### src/rtl/dma_ahb_master.sv
// Single-channel DMA burst engine driving an AHB-Lite master port.
// INCR bursts of up to 31 beats, split to NONSEQ at 1 KB boundaries.
module dma_ahb_master (
  input  logic        I_DMA_HCLK,
  input  logic        I_DMA_HRESET_N,
  input  logic        I_DMA_START,
  input  logic [31:0] I_DMA_ADDR,
  input  logic        I_DMA_WRITE,
  input  logic [4:0]  I_DMA_COUNT,
  input  logic [2:0]  I_DMA_SIZE,
  output logic        O_DMA_READY,
  output logic        O_DMA_DONE,
  output logic        O_DMA_ERROR,
  input  logic [31:0] I_DMA_WDATA,
  output logic        O_DMA_WDATA_REQ,
  output logic [31:0] O_DMA_RDATA,
  output logic        O_DMA_RDATA_VALID,
  output logic [31:0] O_HADDR,
  output logic [1:0]  O_HTRANS,
  output logic        O_HWRITE,
  output logic [2:0]  O_HSIZE,
  output logic [2:0]  O_HBURST,
  output logic [31:0] O_HWDATA,
  input  logic [31:0] I_HRDATA,
  input  logic        I_HREADY,
  input  logic        I_HRESP
);

  typedef enum logic [2:0] {
    S_IDLE,
    S_ADDR,
    S_BURST,
    S_LAST,
    S_ERR
  } state_e;

  localparam logic [1:0] HT_IDLE   = 2'b00;
  localparam logic [1:0] HT_NONSEQ = 2'b10;
  localparam logic [1:0] HT_SEQ    = 2'b11;

  state_e      state_q, state_d;
  logic [31:0] haddr_q, haddr_d;
  logic [1:0]  htrans_q, htrans_d;
  logic        hwrite_q, hwrite_d;
  logic [2:0]  hsize_q, hsize_d;
  logic [31:0] hwdata_q, hwdata_d;
  logic [31:0] rdata_q, rdata_d;
  logic        rvalid_q, rvalid_d;
  logic        done_q, done_d;
  logic        error_q, error_d;
  logic [4:0]  count_q, count_d;
  logic [4:0]  issued_q, issued_d;
  logic [4:0]  compl_q, compl_d;
  logic        dph_q, dph_d;

  logic        addr_ok;
  logic        data_ok;
  logic        data_err;
  logic [31:0] next_addr;

  assign addr_ok   = (htrans_q != HT_IDLE) && I_HREADY;
  assign data_ok   = dph_q && I_HREADY && !I_HRESP;
  assign data_err  = dph_q && I_HRESP;
  assign next_addr = haddr_q + (32'd1 << hsize_q);

  assign O_DMA_READY       = (state_q == S_IDLE);
  assign O_DMA_DONE        = done_q;
  assign O_DMA_ERROR       = error_q;
  assign O_DMA_WDATA_REQ   = addr_ok && hwrite_q && !data_err;
  assign O_DMA_RDATA       = rdata_q;
  assign O_DMA_RDATA_VALID = rvalid_q;
  assign O_HADDR           = haddr_q;
  assign O_HTRANS          = htrans_q;
  assign O_HWRITE          = hwrite_q;
  assign O_HSIZE           = hsize_q;
  assign O_HBURST          = 3'b001;
  assign O_HWDATA          = hwdata_q;

  always_comb begin
    state_d  = state_q;
    haddr_d  = haddr_q;
    htrans_d = htrans_q;
    hwrite_d = hwrite_q;
    hsize_d  = hsize_q;
    hwdata_d = hwdata_q;
    rdata_d  = rdata_q;
    rvalid_d = 1'b0;
    done_d   = 1'b0;
    error_d  = 1'b0;
    count_d  = count_q;
    issued_d = issued_q;
    compl_d  = compl_q;
    dph_d    = dph_q;

    if (addr_ok) begin
      issued_d = issued_q + 5'd1;
      if (hwrite_q && !data_err) hwdata_d = I_DMA_WDATA;
    end
    if (data_ok) compl_d = compl_q + 5'd1;
    if (data_ok && !hwrite_q && state_q != S_ERR) begin
      rdata_d  = I_HRDATA;
      rvalid_d = 1'b1;
    end
    // a data phase ends on HREADY; the next one exists only if an address phase completed
    if (I_HREADY) dph_d = addr_ok;

    unique case (state_q)
      S_IDLE: begin
        if (I_DMA_START) begin
          if (I_DMA_SIZE > 3'd2) begin
            done_d  = 1'b1;
            error_d = 1'b1;
          end else if (I_DMA_COUNT == 5'd0) begin
            done_d = 1'b1;
          end else begin
            count_d  = I_DMA_COUNT;
            haddr_d  = I_DMA_ADDR;
            hwrite_d = I_DMA_WRITE;
            hsize_d  = I_DMA_SIZE;
            htrans_d = HT_NONSEQ;
            issued_d = 5'd0;
            compl_d  = 5'd0;
            state_d  = S_ADDR;
          end
        end
      end
      S_ADDR, S_BURST, S_LAST: begin
        if (data_err) begin
          htrans_d = HT_IDLE;
          if (I_HREADY) begin
            dph_d   = 1'b0;
            done_d  = 1'b1;
            error_d = 1'b1;
            state_d = S_IDLE;
          end else begin
            state_d = S_ERR;
          end
        end else if (state_q == S_LAST) begin
          if (data_ok && compl_d == count_q) begin
            done_d  = 1'b1;
            state_d = S_IDLE;
          end
        end else if (addr_ok) begin
          if (issued_d == count_q) begin
            htrans_d = HT_IDLE;
            state_d  = S_LAST;
          end else begin
            haddr_d  = next_addr;
            // restart with NONSEQ when crossing a 1 KB page
            htrans_d = (next_addr[9:0] == 10'd0) ? HT_NONSEQ : HT_SEQ;
            state_d  = S_BURST;
          end
        end
      end
      S_ERR: begin
        htrans_d = HT_IDLE;
        if (I_HREADY) begin
          dph_d   = 1'b0;
          done_d  = 1'b1;
          error_d = 1'b1;
          state_d = S_IDLE;
        end
      end
      default: state_d = S_IDLE;
    endcase
  end

  always_ff @(posedge I_DMA_HCLK or negedge I_DMA_HRESET_N) begin
    if (!I_DMA_HRESET_N) begin
      state_q  <= S_IDLE;
      haddr_q  <= 32'h0;
      htrans_q <= HT_IDLE;
      hwrite_q <= 1'b0;
      hsize_q  <= 3'h2;
      hwdata_q <= 32'h0;
      rdata_q  <= 32'h0;
      rvalid_q <= 1'b0;
      done_q   <= 1'b0;
      error_q  <= 1'b0;
      count_q  <= 5'd0;
      issued_q <= 5'd0;
      compl_q  <= 5'd0;
      dph_q    <= 1'b0;
    end else begin
      state_q  <= state_d;
      haddr_q  <= haddr_d;
      htrans_q <= htrans_d;
      hwrite_q <= hwrite_d;
      hsize_q  <= hsize_d;
      hwdata_q <= hwdata_d;
      rdata_q  <= rdata_d;
      rvalid_q <= rvalid_d;
      done_q   <= done_d;
      error_q  <= error_d;
      count_q  <= count_d;
      issued_q <= issued_d;
      compl_q  <= compl_d;
      dph_q    <= dph_d;
    end
  end

endmodule

### config.mk
export PLATFORM = sky130hd
export DESIGN_NAME = dma_ahb_master
export DESIGN_NICKNAME = d
export VERILOG_FILES = /design/src/rtl/dma_ahb_master.sv
export SDC_FILE = /design/constraint.sdc
export NUM_CORES = 1
export LEC_CHECK = 0
export ABC_AREA = 1
export CAP_MARGIN = 20
export CORE_UTILIZATION = 35
export CTS_CLUSTER_DIAMETER = 80
export DETAILED_ROUTE_END_ITERATION = 16
export SYNTH_ARGS = -nofsm -noshare
export SYNTH_HDL_FRONTEND = slang
export SYNTH_SLANG_ARGS = --single-unit
### constraint.sdc
create_clock -name I_DMA_HCLK -period 3.7 [get_ports I_DMA_HCLK]
set_clock_uncertainty 0.05 [all_clocks]
set_input_delay 0.555 -clock I_DMA_HCLK [delete_from_list [all_inputs] [get_ports I_DMA_HCLK]]
set_output_delay 0.555 -clock I_DMA_HCLK [all_outputs]
set_load 0.05 [all_outputs]
==> out/qor.yml <==
drt-vias-per-instance: 4.58
critPathKind: "input port to output pin"
routed_wl_um: 20900
clock_sinks: 124
fmax_mhz: 360
rr_worst_depth: 14
finalSetupTns_ns: 0
cts_tree: "done"
hp-class: "input port to asynchronous set/reset pin"
cts_resized: 0
gp_congestion: 0.919
drv_cap: 0
ys_seq_elements: 124
finalSetupViolations: 0
die_y_um: 143
grt_pass1_wl_um: 34100
p_per_area_nw_per_um2: 1020
ios: 220
cts_buffer_depth: 2
worst_slew_pin_slew_ns: 1.01
post-route-min-period_ns: 2.78
ant_nets: 0
fin_area_um2: 9990
firstDrtPassIters: 5
yosys.area_share.simple_pct: 42.0
antenna_found_initial: 0
track_usage_pct: 21.7
num_vias: 6786
core_um2: 19500
syn_to_final_growth_pct: 44.2
h-tree-depth: 4
dieWidth_um: 143
drive_above_1_share_pct: 4.60
slew_violations: 0
clk_latency_ns: 0.42
synthAdderAreaFrac_pct: 2.09
drt_iter0_markers: 353
critPathCaptureType: "output pin"
p_leak_nw: 5.04
cts_buffers: 17
cts_setup_buffers: 0
synth_compound_area_share_pct: 2.80
seq_area_frac_synth_pct: 44.8
met3_usage_pct: 8.48
async_reset_ff_share_pct: 100
antenna_cells: 0
synth_top_family_by_area: "simple AND/OR/NAND/NOR gates"
critPathMaxStageDelay_ns: 0.56
synth_edf_count: 0
syn_area_per_cell_um2: 6.99
hold_viol_final: 0
grt_start_max_net_pins: 61
rows: 51
drc: 0
syn_area_um2: 6930
numPortBuffers: 216
maxSlewHeadroom_pct: 32.6
synthMuxAreaShare_pct: 0
start_util_pct: 35.6
critPathRequiredTime_ns: 3.09
met2_usage_pct: 34.6
ir_drop_mv: 0.588
root_buffer: "clkbuf_16"
worstPathArrival_ns: 2.17
grt.busiest_layer: "met2"
ctsHoldBuffers: 0
synth_flop_cell: "dfrtp_1"
grt_overflow: 0
path_max_fanout: 33
critPathSlowestCell: "clkdlybuf4s50_1"
path_cells: "clkdlybuf4s50_1 > o21ai_2 > nor2_1 > nand2_1 > buf_4 > inv_1 > buf_12"
yosys.area_share.xor_xnor_pct: 2.02
start_kind: "input port"
syn_inst: 992
final_nets: 1326
final_util_pct: 51.4
clk_pin_slew_worst_paths_ns: 0.06
fin_crit_sh_pct: 75.0
ys_warn_count: 0
use_met1_pct: 26.7
avgRoutedWirePerCell_um: 14.1
hpwl_um: 15400
rsz0062_at_grt: "false"
postPlaceCellArea_um2: 9350
p_total_w: 0.0102
synth.distinct_cells: 41
grt_pass1_vias: 6701
fp.dieArea_um2: 20400
status: "finished, final reports clean"
report_power, final:
group          internal (W)  total, W  switching, W
logic               0.00185   0.00581       0.00395
registers           0.00200   0.00258      0.000587
clock network       0.00120   0.00185      0.000644
total               0.00505    0.0102       0.00518
cells by family after synthesis:
group           count (synthesis)
simple gates                  702
fa+ha+maj                      11
buf+inv                       102
compound gates                 35
other cells                     2
xor+xnor                       16
flops                         124
state kept, by name, indices dropped and copies added, names as in the netlist:
name and count:
O_HSIZE 3, O_DMA_RDATA_VALID 1, state_q 3, O_DMA_RDATA 32, O_HWDATA 32, O_HWRITE 1, O_HADDR 32, O_HTRANS 2
issued_q 5, O_DMA_ERROR 1, compl_q 5, O_DMA_DONE 1, dph_q 1, count_q 5
cell usage in the layout (no fill, tap or decap), types with 9 or more instances in the layout:
cell type	Yosys	final
nand4_1	19	19
o21ai_0	15	15
nor3_1	21	21
xor2_1	9	9
clkbuf_16	0	17
nand3b_1	9	9
buf_4	4	10
ha_1	10	10
clkdlybuf4s50_1	0	214
nand2_1	508	508
nand3_1	87	87
nor2_1	44	43
dfrtp_1	123	123
inv_1	66	66
critical path: cells and delay by family:
kind | cells | cell delay, ns
AND/OR/NAND/NOR | 2 | 0.16
AO/OA/AOI/OAI | 1 | 0.21
buffers and inverters | 4 | 1.23
cell usage after synthesis, types with 3 or more instances:
| cell | count | area [um2] |
|---|---|---|
| buf_2 | 7 | 35.0 |
| dfrtp_1 | 123 | 3080 |
| nor3_1 | 21 | 105 |
| o21ai_0 | 15 | 75.1 |
| nand3_1 | 87 | 435 |
| xor2_1 | 9 | 78.8 |
| ha_1 | 10 | 125 |
| xnor2_1 | 7 | 61.3 |
| buf_6 | 3 | 33.8 |
| inv_1 | 66 | 248 |
| inv_2 | 4 | 15.0 |
| nand3b_1 | 9 | 67.6 |
| nor2_1 | 44 | 165 |
| o21ai_1 | 5 | 25.0 |
| nand2_1 | 508 | 1910 |
| buf_4 | 4 | 30.0 |
| nand4_1 | 19 | 119 |
| a21oi_1 | 8 | 40.0 |
| clkbuf_1 | 16 | 60.1 |
stage by stage:
step                      cells  hold slack, ns  worst slack, ns
final                      1483           0.157            0.925
after global routing       1483           0.222            0.707
after CTS                  1483           0.184            0.896
after detailed placement   1451           0.408            0.755
after global placement     1451           0.404            0.833
after floorplan             993           0.209             1.10
routing by layer:
metal | vias to the layer above | routed length (um) | part of all wire [%]
li1 | 3546 | - | -
met1 | 3001 | 9100 | 44
met2 | 215 | 9630 | 46
met3 | 24 | 1790 | 8.6
met4 | 0 | 331 | 1.6
met5 | - | 0 | 0
final timing paths:
path,end,slack [ns],startpoint
setup / recovery,O_DMA_WDATA_REQ,0.92,I_HREADY
hold / removal,O_HSIZE[2]$_DFFE_PN0P_,0.16,I_DMA_HRESET_N
setup reg to reg,O_HADDR[30]$_DFFE_PN0P_,1.00,O_HSIZE[1]$_DFFE_PN1P_
hold reg to reg,O_DMA_RDATA[24]$_DFFE_PN0P_,0.42,O_DMA_RDATA[24]$_DFFE_PN0P_
max in group asynchronous,count_q[0]$_DFFE_PN0P_,2.63,I_DMA_HRESET_N
min in group I_DMA_HCLK,O_DMA_RDATA[24]$_DFFE_PN0P_,0.42,O_DMA_RDATA[24]$_DFFE_PN0P_
final cells by class:
cell class                 count  area (um2)
clock inverter                13         214
inverter                      70         263
clock buffer                  19         433
fill                        1874        9470
tap                          265         332
sequential                   124        3100
multi-input combinational    767        3410
timing repair buffer         225        2240
Note: power is estimated with default switching activity, not from simulation.
